===== src/rtl/rc4_decrypt_if.sv =====
// Bundles the decrypt-stage control, S-memory, ROM and RAM signals.
// master = rc4_decrypt, slave = memory handler / ROM / RAM side.
interface rc4_decrypt_if;
    logic       start;
    logic       finish;
    logic       fail;
    logic       mem_req;
    logic [7:0] s_address;
    logic [7:0] s_data;
    logic       s_wren;
    logic [7:0] s_q;
    logic [4:0] rom_address;
    logic [7:0] rom_q;
    logic [4:0] ram_address;
    logic [7:0] ram_data;
    logic       ram_wren;

    modport master (
        input  start, s_q, rom_q,
        output finish, fail, mem_req, s_address, s_data, s_wren,
               rom_address, ram_address, ram_data, ram_wren
    );

    modport slave (
        output start, s_q, rom_q,
        input  finish, fail, mem_req, s_address, s_data, s_wren,
               rom_address, ram_address, ram_data, ram_wren
    );
endinterface


===== src/rtl/rc4_decrypt.sv =====
// RC4 PRGA: swaps S entries and writes ROM^keystream plaintext to RAM; RC4_ASCII_CHECK_EN adds a plaintext filter.
// Latency: 9 cycles per byte, finish 1+9*MSG_LEN cycles after start accept; registered outputs.
// Backpressure: none; memories answer one cycle after the address, start is a level sampled only in IDLE.
module rc4_decrypt #(
    parameter int MSG_LEN = 32
) (
    input  logic          clk,
    input  logic          rst,
    rc4_decrypt_if.master bus
);
    typedef enum logic [3:0] {
        IDLE, RD_I, LD_I, RD_J, LD_J, WR_I, WR_J, RD_F, LD_F, WR_O, DONE
    } state_t;

    localparam logic [7:0] LAST_K = 8'(MSG_LEN - 1);

    state_t     state;
    logic [7:0] i, j, k, si, sj;

`ifdef RC4_ASCII_CHECK_EN
    logic [7:0] p;
    logic       p_ok;
    assign p    = bus.s_q ^ bus.rom_q;
    assign p_ok = ((p >= 8'h61) && (p <= 8'h7A)) || (p == 8'h20);
`else
    assign bus.fail = 1'b0;
`endif

    // Outputs are loaded on the transition into the state that presents them,
    // so each state's address is on the bus for exactly that state's cycle.
    always_ff @(posedge clk) begin
        if (rst) begin
            state           <= IDLE;
            i               <= 8'd0;
            j               <= 8'd0;
            k               <= 8'd0;
            si              <= 8'd0;
            sj              <= 8'd0;
            bus.finish      <= 1'b0;
            bus.mem_req     <= 1'b0;
            bus.s_address   <= 8'd0;
            bus.s_data      <= 8'd0;
            bus.s_wren      <= 1'b0;
            bus.rom_address <= 5'd0;
            bus.ram_address <= 5'd0;
            bus.ram_data    <= 8'd0;
            bus.ram_wren    <= 1'b0;
`ifdef RC4_ASCII_CHECK_EN
            bus.fail        <= 1'b0;
`endif
        end else begin
            bus.s_address   <= 8'd0;
            bus.s_data      <= 8'd0;
            bus.s_wren      <= 1'b0;
            bus.rom_address <= 5'd0;
            bus.ram_address <= 5'd0;
            bus.ram_data    <= 8'd0;
            bus.ram_wren    <= 1'b0;
            case (state)
                IDLE: begin
                    if (bus.start) begin
                        i             <= 8'd1;
                        j             <= 8'd0;
                        k             <= 8'd0;
                        bus.mem_req   <= 1'b1;
                        bus.s_address <= 8'd1;
`ifdef RC4_ASCII_CHECK_EN
                        bus.fail      <= 1'b0;
`endif
                        state         <= RD_I;
                    end
                end
                RD_I: state <= LD_I;
                LD_I: begin
                    si            <= bus.s_q;
                    j             <= j + bus.s_q;
                    bus.s_address <= j + bus.s_q;
                    state         <= RD_J;
                end
                RD_J: state <= LD_J;
                LD_J: begin
                    sj            <= bus.s_q;
                    bus.s_address <= i;
                    bus.s_data    <= bus.s_q;
                    bus.s_wren    <= 1'b1;
                    state         <= WR_I;
                end
                WR_I: begin
                    bus.s_address <= j;
                    bus.s_data    <= si;
                    bus.s_wren    <= 1'b1;
                    state         <= WR_J;
                end
                WR_J: begin
                    bus.s_address   <= si + sj;
                    bus.rom_address <= k[4:0];
                    state           <= RD_F;
                end
                RD_F: state <= LD_F;
                LD_F: begin
`ifdef RC4_ASCII_CHECK_EN
                    if (!p_ok) begin
                        bus.fail    <= 1'b1;
                        bus.finish  <= 1'b1;
                        bus.mem_req <= 1'b0;
                        state       <= DONE;
                    end else begin
                        bus.ram_address <= k[4:0];
                        bus.ram_data    <= p;
                        bus.ram_wren    <= 1'b1;
                        state           <= WR_O;
                    end
`else
                    bus.ram_address <= k[4:0];
                    bus.ram_data    <= bus.s_q ^ bus.rom_q;
                    bus.ram_wren    <= 1'b1;
                    state           <= WR_O;
`endif
                end
                WR_O: begin
                    if (k == LAST_K) begin
                        bus.finish  <= 1'b1;
                        bus.mem_req <= 1'b0;
                        state       <= DONE;
                    end else begin
                        k             <= k + 8'd1;
                        i             <= i + 8'd1;
                        bus.s_address <= i + 8'd1;
                        state         <= RD_I;
                    end
                end
                DONE: begin
                    // A re-run requires start to be seen low first.
                    if (!bus.start) begin
                        bus.finish <= 1'b0;
                        state      <= IDLE;
                    end
                end
                default: begin
                    bus.finish  <= 1'b0;
                    bus.mem_req <= 1'b0;
                    state       <= IDLE;
                end
            endcase
        end
    end
endmodule


===== src/flat_wrapper.sv =====
// flat-port wrapper written by rule: the top's interface ports become plain ports
module rc4_decrypt_flat 
#(
    parameter int MSG_LEN = 32
)
  (clk, rst, bus_start, bus_s_q, bus_rom_q, bus_finish, bus_fail, bus_mem_req, bus_s_address, bus_s_data, bus_s_wren, bus_rom_address, bus_ram_address, bus_ram_data, bus_ram_wren);
  rc4_decrypt_if bus_i ();
  input  logic clk;
  input  logic rst;
  input wire logic [$bits(bus_i.start)-1:0] bus_start;
  input wire logic [$bits(bus_i.s_q)-1:0] bus_s_q;
  input wire logic [$bits(bus_i.rom_q)-1:0] bus_rom_q;
  output wire logic [$bits(bus_i.finish)-1:0] bus_finish;
  output wire logic [$bits(bus_i.fail)-1:0] bus_fail;
  output wire logic [$bits(bus_i.mem_req)-1:0] bus_mem_req;
  output wire logic [$bits(bus_i.s_address)-1:0] bus_s_address;
  output wire logic [$bits(bus_i.s_data)-1:0] bus_s_data;
  output wire logic [$bits(bus_i.s_wren)-1:0] bus_s_wren;
  output wire logic [$bits(bus_i.rom_address)-1:0] bus_rom_address;
  output wire logic [$bits(bus_i.ram_address)-1:0] bus_ram_address;
  output wire logic [$bits(bus_i.ram_data)-1:0] bus_ram_data;
  output wire logic [$bits(bus_i.ram_wren)-1:0] bus_ram_wren;
  assign bus_i.start = bus_start;
  assign bus_i.s_q = bus_s_q;
  assign bus_i.rom_q = bus_rom_q;
  assign bus_finish = bus_i.finish;
  assign bus_fail = bus_i.fail;
  assign bus_mem_req = bus_i.mem_req;
  assign bus_s_address = bus_i.s_address;
  assign bus_s_data = bus_i.s_data;
  assign bus_s_wren = bus_i.s_wren;
  assign bus_rom_address = bus_i.rom_address;
  assign bus_ram_address = bus_i.ram_address;
  assign bus_ram_data = bus_i.ram_data;
  assign bus_ram_wren = bus_i.ram_wren;
  rc4_decrypt #(.MSG_LEN(MSG_LEN)) u_core (.clk(clk), .rst(rst), .bus(bus_i));
endmodule

===== config.mk =====
export PLATFORM = sky130hd
export DESIGN_NAME = rc4_decrypt_flat
export DESIGN_NICKNAME = d
export VERILOG_FILES = /design/src/rtl/rc4_decrypt_if.sv /design/src/rtl/rc4_decrypt.sv /design/src/flat_wrapper.sv
export SDC_FILE = /design/constraint.sdc
export NUM_CORES = 1
export LEC_CHECK = 0
export ABC_CLOCK_PERIOD_IN_PS = 1920
export BUFFER_PORTS_ARGS = -buffer_cell sky130_fd_sc_hd__buf_4
export CAP_MARGIN = 20
export CORE_MARGIN = 2
export CORE_UTILIZATION = 50
export CTS_CLUSTER_SIZE = 16
export DETAILED_ROUTE_END_ITERATION = 10
export PLACE_DENSITY = 0.74
export SYNTH_ARGS = -nofsm -noshare
export SYNTH_HDL_FRONTEND = slang
export SYNTH_SLANG_ARGS = --single-unit

===== constraint.sdc =====
create_clock -name clk -period 1.92 [get_ports clk]
set_input_delay 0.288 -clock clk [delete_from_list [all_inputs] [get_ports clk]]
set_output_delay 0.288 -clock clk [all_outputs]
set_load 0.03 [all_outputs]

======== Word level (Yosys, flattened, before mapping) ========
Cells that the tools add are included.
operators by class
  bitwise logic cells ..................... 5
  eq/ne operators ......................... 15
  add/subtract/negate cells ............... 4
  reduce and logical (&&, ||, !) cells .... 13
  multiplexer cells ....................... 23
operators with widths
  kind                 number
  $pmux 8 s2           4
  $pmux 8 s6           1
  $pmux 4 s11          1
  $mux 8               5
  $reduce_or 9->1      2
  $add 8x1->8 const B  2
  $add 8x8->8          2
  $eq 4x3->1 const B   4
  $eq 4x4->1 const B   3
  $mux 4               3
  $reduce_and 3->1     3
  $eq 4x2->1 const B   2
  $eq 8x5->1 const B   1
  $xor 8x8->8          1
  $mux 1               7
  $ne 2x2->1 const B   3
  $pmux 1 s3           2
  $reduce_or 2->1      3
  $eq 4x1->1 const B   1
  $logic_not 4->1      1
  $not 1->1            4
  $reduce_and 2->1     2
  $reduce_bool 2->1    2
  $ne 2x1->1 const B   1
storage, ports and cells
  logic and storage cells ................. 75
  input bits .............................. 19
  register bits after elaboration ......... 82

======== Depth between registers and ports, before layout ========
Gate-level depths: netlist of the first run.
  depth after elaboration ................. 4
  depth in mapped cells ................... 7
  gate-level depth less buffers ........... 7

======== Worst setup path after synthesis of the first run ========
No wires, ideal clock.
  path kind ............................... register to register
  from .................................... reg u_core.state[0]
  to ...................................... reg u_core.k[7]
  library setup time ...................... 0.070 ns
  arrival ................................. 1.773 ns
  cell stages (with the launch flop) ...... 7
  buffers on the path ..................... 1
  required time ........................... 1.850 ns
  setup slack ............................. 0.077 ns
  clock period less this slack ............ 1.843 ns
  cell sequence ........................... dfxtp_1 -> or3_1 -> or2_0 -> buf_2 -> a211oi_2 -> or3b_1 -> a21oi_1
on the way
  longest elaborated chain between the ends .. 3
  elaborated cells on any way between the ends .. 7
  classes of those cells .................. eq/ne: 3; mux: 1; reduce/logical: 3
RTL lines
  what                                                                     line                RTL
  start: declaration                                                       rc4_decrypt.sv:17   state_t state;
  start signal: assignment                                                 rc4_decrypt.sv:33   state <= IDLE;
  start signal: assignment                                                 rc4_decrypt.sv:70   state <= RD_I;
  start signal: assignment                                                 rc4_decrypt.sv:73   RD_I: state <= LD_I;
  $eq 4x4->1 / $logic_not 4->1 (equally long branches)                     rc4_decrypt.sv:59   case (state)
  $ne 2x2->1 (no source line) / $reduce_bool 2->1 (equally long branches)  n/a
  $reduce_and 3->1 (no source line)                                        n/a
  end signal: assignment                                                   rc4_decrypt.sv:126  k <= k + 8'd1;
  end: declaration                                                         rc4_decrypt.sv:18   logic [7:0] i, j, k, si, sj;
Several ways; a longest one is shown, not always the timed one.
A chain may end at the register's enable or synchronous reset.

======== Worst setup path after layout of the first run ========
  from .................................... reg u_core.k[0]
  to ...................................... reg u_core.k[7]
on the way
  longest elaborated chain between the ends .. 3
  elaborated cells on any way between the ends .. 6
  classes of those cells .................. add/sub: 1; eq/ne: 2; mux: 2; reduce/logical: 1
RTL lines
  what                                                   line
  $add 8x1->8 / $eq 8x5->1 (equally long branches)       rc4_decrypt.sv:126, rc4_decrypt.sv:121
  $mux 8 / $ne 2x2->1 (equally long branches)            n/a
  $pmux 8 s2 / $reduce_and 3->1 (equally long branches)  n/a
Several ways; a longest one is shown, not always the timed one. The select of a mux whose other input is x is not followed.

==> metrics.md, run 1 <==
| Metric | Value |
|---|---|
| Fin crit period | 1894 ps |
| Max FO, Critical Path | 4 |
| Main area contributors after synthesis | dfxtp_1, a21oi_1, nand2_1, ha_1, xnor2_1 |
| Residual DRC count | 0 |
| Peak supply drop | 0.0004693 V |
| DP Wirelength | 7.191 mm |
| Final core occ | 0.6618 |
| Distinct cells, synth | 53 |
| Endpoint class of the critical path | flop |
| Total track usage | 0.2466 |
| Via Count | 3667 |
| Area Growth Syn to Fin | 30.14% |
| Post-Syn Instances | 456 |
| DRT iter0 DRCs | 278 |
| Met2 routed wirelength | 4.731 mm |
| Slowest cell on crit path | or3b_1 |
| RSZ-0062 raised after global routing | yes |
| Slew @ Worst Pin | 663.7 ps |
| Data required time of the worst path | 2200 ps |
| Status | finished clean |
| Crit path from | u_core.k[0] |
| Top sig layer | met4 |
| Nets | 581 |
| Period utilization | 0.9863 |
| Max Clock Freq | 528.1 MHz |
| CTS max path bufs | 2 |
| Post-synth ARST share | 0 |
| Initial Utilization | 0.5086 |
| Most frequent cell after synthesis | dfxtp_1 |
| Share of cells above drive strength 1 | 0.2568 |
| Yosys warns | 0 |
| R2R Setup Slk | 30 ps |
| Initial antenna violation count | 0 |
| Max-slew violations | 0 |
| Placer Congestion | 0.8991 |
| Final setup TNS | 0 ps |
| DRT Pass-1 Iters | 5 |
| Post-CTS Hold Fix Bufs | 0 |
| Core Area | 7607 sq um |
| Top_reg_cell synth | dfxtp_1 |
| LEAKAGE | 2.053 nW |
| ANT nets after route | 0 |
| Gr ovfl total | 0 |
| EDFF count, synth | 0 |
| CTS Buf Count | 9 |
| Met1 wire length | 4.696 mm |
| CTS tree | built |
| Metal3 WL | 599 um |
| Tot Pwr | 4.078 mW |
| Hold WC Path Type | input port to flop |
| Die H | 91.96 um |
| Final setup vio count | 0 |
| Hold WS | 158.4 ps |
| Die area | 8457 sq um |
| Clock-pin slew on the worst setup and hold paths | 90 ps |
| Via density | 5.633 |
| Critical R2R Capture | u_core.k[7] |
| Routed WL | 10.21 mm |
| Clock Skews | 14.37 ps |
| Worst-Skew Late Latency | 360 ps |
| Sequential-to-total area share from yosys stat | 0.4243 |
| Global-route wire length before repair | 16.53 mm |
| Row count | 32 |
| Ports | 58 |
| Cells on worst reg2reg path | 6 |
| # fillers | 612 |
| Sink Count | 82 |
| CP arrival | 2180 ps |
| Count of input and output buffers | 56 |
| Diode count | 0 |
| Synth Net Count | 493 |
| MaxCap Viol Count | 0 |
| CTS Root Cell | clkbuf_8 |
| Commonest cells post-synth | dfxtp_1, nand2_1, a21oi_1 |
| Die width | 91.96 um |
| H-Tree Depth | 3 |
| Critical Path Sink | u_core.k[7] |
| Largest net degree at the start of global routing | 29 |
| Largest area contributor in the netlist | dfxtp_1 |
| Crit-path max cell delay | 380 ps |
| Drt wl/cell | 15.68 um |
| Non-filler cells, final | 651 |
| Share of Yosys cell area claimed by the top area cell type | 0.4243 |
| Average size of a mapped cell | 8.484 sq um |
| Worst flop-to-flop path startpoint | u_core.k[0] |
| Final Hold Fails | 0 |
| Vias in the first global route | 3409 |
| WS Path Type | flop to flop |
| Crit path cell chain | ha_1, and4b_2, a21o_4, a211oi_2, or3b_1, a21oi_1 |
| Slew headroom | 0.5559 |
| CP Launch Type | flop |
| Cell area after synthesis | 3869 sq um |
| Power Density | 809.9 nW/um^2 |
| Cells after DPL | 634 |
| Seq cells post-synth | 82 |
## metal layers
layer  GRT usage  vias to the layer above
met5           0                        -
li1            -                     1787
met3     0.04684                       16
met2      0.3854                      112
met4     0.08085                        0
met1      0.3446                     1752
## sequential cells by signal (all words and copies together) (netlist names)
register / count
u_core.bus.ram_data: 8
u_core.bus.s_address: 8
u_core.bus.s_data: 8
u_core.i: 8
u_core.j: 8
u_core.k: 8
u_core.si: 8
u_core.sj: 8
u_core.bus.ram_address: 5
u_core.bus.rom_address: 5
u_core.state: 4
u_core.bus.finish: 1
u_core.bus.mem_req: 1
u_core.bus.ram_wren: 1
u_core.bus.s_wren: 1
## metrics by stage
stage          area (sq um)  setup WS, ps
6_report               5035         26.26
5_1_grt                5035        -45.88
4_1_cts                4923         12.42
3_5_place_dp           4654        -156.7
3_3_place_gp           4654        -67.38
2_1_floorplan          3869         77.10
## placed cells by master (no fill, tap or decap), types with 7 or more instances in the layout
cell,count
a21oi_1,56
and3_1,11
buf_4,96
clkbuf_8,10
dfxtp_1,80
ha_1,14
mux2i_1,7
nand2_1,72
nand2b_1,9
nand3_1,7
nand3b_1,8
nor2_1,31
nor3_1,9
o21ai_0,16
xnor2_1,16
## worst min path at each step
| stage | from | to | cells past startpoint |
|---|---|---|---|
| 6_report | bus_rom_q[6] | u_core.bus.ram_data[6] | 3 |
| 5_1_grt | bus_rom_q[4] | u_core.bus.ram_data[4] | 3 |
| 4_1_cts | bus_rom_q[6] | u_core.bus.ram_data[6] | 3 |
| 3_5_place_dp | u_core.sj[6] | u_core.sj[6] | 2 |
| 3_3_place_gp | u_core.sj[0] | u_core.sj[0] | 2 |
| 2_1_floorplan | bus_s_q[0] | u_core.si[0] | 2 |
## critical path, delay by kind of cell, from the launching register on
kind	cells	cell delay, ps
adder cells (fa/ha/maj)	1	200
flip-flops	1	320
AND/OR/NAND/NOR	2	640
AO/OA/AOI/OAI	3	650
## layout make-up
type / instances / area, sq um / share of cell area
multi-input cells: 349 / 2245 / 0.4458
flip-flops and latches: 82 / 1644 / 0.3265
repair buffers: 98 / 752.0 / 0.1494
clock buffers: 10 / 137.6 / 0.02734
well taps: 102 / 127.6 / 0.02535
clock inverters: 6 / 113.9 / 0.02261
inverters: 4 / 15.01 / 0.002982
## report_power, final
part / leakage [nW] / switching (mW) / total, mW / internal, mW
Combinational: 1.27 / 0.409 / 0.702 / 0.293
Clock: 0.119 / 0.657 / 1.56 / 0.901
Sequential: 0.664 / 0.0545 / 1.82 / 1.76
## repair_timing
item	4_1_cts	5_1_grt
setup buffers	0	1
setup endpoints to repair	4	16
pin swaps	0	4
gates resized for setup	6	25
## logic make-up (layout without fill, tap and decap cells)
family	count (synthesis)	count (layout)	synth area share
AND/OR/NAND/NOR	183	183	0.2348
AO/OA/AOI/OAI	118	118	0.1831
buffers and inverters	25	118	0.02684
XOR/XNOR	22	22	0.04980
multiplexers	7	7	0.01811
other	1	1	0.0009693
flip-flops	82	82	0.4243
adder cells (fa/ha/maj)	18	18	0.06210
(Power assumes the default switching activity.)
==> run 2, diff against run 1 <==
==> constraint.sdc (replaced) <==
create_clock -name clk -period 1.92 [get_ports clk]
set_input_delay 0.384 -clock clk [delete_from_list [all_inputs] [get_ports clk]]
set_output_delay 0.384 -clock clk [all_outputs]
set_load 0.03 [all_outputs]
==> metrics.md, run 2 (synthesis gave the netlist of run 1 again) <==
| Metric | Value |
|---|---|
| Status | finished clean |
| Total track usage | 0.2416 (-0.005058) |
| Largest net degree at the start of global routing | 43 (+48%) |
| Final setup vio count | 0 (unchanged) |
| Max FO, Critical Path | 5 (+1) |
| Gr ovfl total | 0 (unchanged) |
| Count of input and output buffers | 56 (unchanged) |
| Die width | 91.96 um (unchanged) |
| Sink Count | 82 (unchanged) |
| Slew headroom | 0.5780 (+0.02210) |
| Max Clock Freq | 538.9 MHz (+2.1%) |
| Die H | 91.96 um (unchanged) |
| Most common cell after layout, fill and taps aside | buf_4 |
| CTS max path bufs | 2 (unchanged) |
| Crit path cell chain | or3_1, or2_4, a211oi_4, or3b_1, a21oi_1 |
| Max-slew violations | 0 (unchanged) |
| Drt wl/cell | 15.62 um (-0.39%) |
| Data required time of the worst path | 2210 ps (about the same) |
| DP Wirelength | 7.217 mm (+0.36%) |
| Area Growth Syn to Fin | 28.62% |
| Row count | 32 (unchanged) |
| H-Tree Depth | 3 (unchanged) |
| Crit-path max cell delay | 430 ps (+50 ps) |
| Initial Utilization | 0.5086 (unchanged) |
| Endpoint class of the critical path | flop |
| Diode count | 0 (unchanged) |
| Met3 global-route usage | 0.03040 (-0.01643) |
| CTS tree | built |
| Nets | 582 (+0.17%) |
| Fin crit period | 1856 ps (-38.14 ps) |
| Hold Crit Start | bus_rom_q[1] |
| Via density | 5.655 (+0.39%) |
| Core Area | 7607 sq um (unchanged) |
| Global-route wire length before repair | 16.28 mm (-1.5%) |
| LEAKAGE | 2.042 nW (-0.52%) |
| Slowest cell on crit path | or3_1 |
| Routed WL | 10.18 mm (-0.24%) |
| Worst flop-to-flop path startpoint | u_core.state[2] |
| DRT iter0 DRCs | 212 (-24%) |
| Vias in the first global route | 3368 (-1.2%) |
| Power Density | 781.0 nW/um^2 (-3.6%) |
| CP arrival | 2150 ps (-30 ps) |
| Worst-Skew Late Latency | 360 ps (about the same) |
| Clock Skews | 7.469 ps (-6.897 ps) |
| Initial antenna violation count | 0 (unchanged) |
| RSZ-0062 raised after global routing | yes |
| Ports | 58 (unchanged) |
| Tot Pwr | 3.886 mW (-4.7%) |
| Final core occ | 0.6541 (-0.007730) |
| Placer Congestion | 0.9168 (+2.0%) |
| Peak supply drop | 0.0004340 V (-7.5%) |
| Share of cells above drive strength 1 | 0.2455 (-0.01138) |
| Met1 Use GR | 0.3441 (-0.0005198) |
| MaxCap Viol Count | 0 (unchanged) |
| Die area | 8457 sq um (unchanged) |
| Global routing's busiest layer | met2 |
| ANT nets after route | 0 (unchanged) |
| CTS Root Cell | clkbuf_8 |
| Final Hold Fails | 0 (unchanged) |
| CTS Buf Count | 9 (unchanged) |
| Hold WC Path Type | input port to flop |
| Slew @ Worst Pin | 630.6 ps (-33.03 ps) |
| CP Launch Type | flop |
| M2 GR Usage | 0.3707 (-0.01471) |
| Crit path from | u_core.state[2] |
| Clock-pin slew on the worst setup and hold paths | 90 ps (about the same) |
| Residual DRC count | 0 (unchanged) |
| Most frequent cells in the layout | buf_4, dfxtp_1, nand2_1 |
| Period utilization | 0.9665 (-0.01986) |
| DRT Pass-1 Iters | 6 (+1) |
| WS Path Type | flop to flop |
| Via Count | 3687 (+0.55%) |
## run 2: changes by cell type in the layout (fill, tap and decap cells not counted), sizes merged
cell / previous run / this run
clkinvlp: 2 / 0
bufinv: 3 / 2
clkinv: 1 / 4
buf: 98 / 99
## run 2: final cells by class
type                            count  area, sq um
Clock buffer                       10        127.6
Clock inverter                      6        91.34
Fill cell                         642         2631
Inverter                            4        15.01
Multi-Input combinational cell    349         2217
Sequential cell                    82         1642
Tap cell                          102        127.6
Timing Repair Buffer               99        755.7
## run 2: critical path, delay by kind of cell, from the launching register on
kind | cells | cell delay, ps
AND/OR/NAND/NOR | 3 | 1090
AO/OA/AOI/OAI | 2 | 360
flip-flops | 1 | 350
## run 2: power breakdown
part	switching [mW]	internal, mW
Sequential	0.0525	1.76
Clock	0.646	0.737
Combinational	0.404	0.286
Total	1.10	2.78
## run 2: path summary, 6_finish.rpt
kind	endpoint	slack [ps]	depth (start not counted)
max	u_core.k[7]	60	5
min	u_core.bus.ram_data[1]	250	3
max reg2reg	u_core.k[7]	60	5
min reg2reg	u_core.sj[6]	470	2
## run 2: repair_timing
action	CTS	global route
hold buffers	0	0
buffers inserted	0	2
pin swaps	0	1
resized for setup	5	18
setup endpoints to repair	4	7
## run 2: stage by stage
stage	setup slack [ps]	area, sq um	hold slack, ps	cells	setup TNS [ps]
2_1_floorplan	31.90	3869	440.6	456	0
5_1_grt	-1.251	4976	273.4	652	-1.823
6_report	64.39	4976	253.8	652	0
4_1_cts	12.76	4881	250.3	650	0
3_3_place_gp	-178.2	4654	447.7	634	-351.0
3_5_place_dp	-240.4	4654	452.9	634	-592.1
## run 2: routing by layer
layer  wire, um  up-vias
li1           -     1790
met1       4677     1731
met2       4716      147
met3        592       19
met4        195        0
met5          0        -
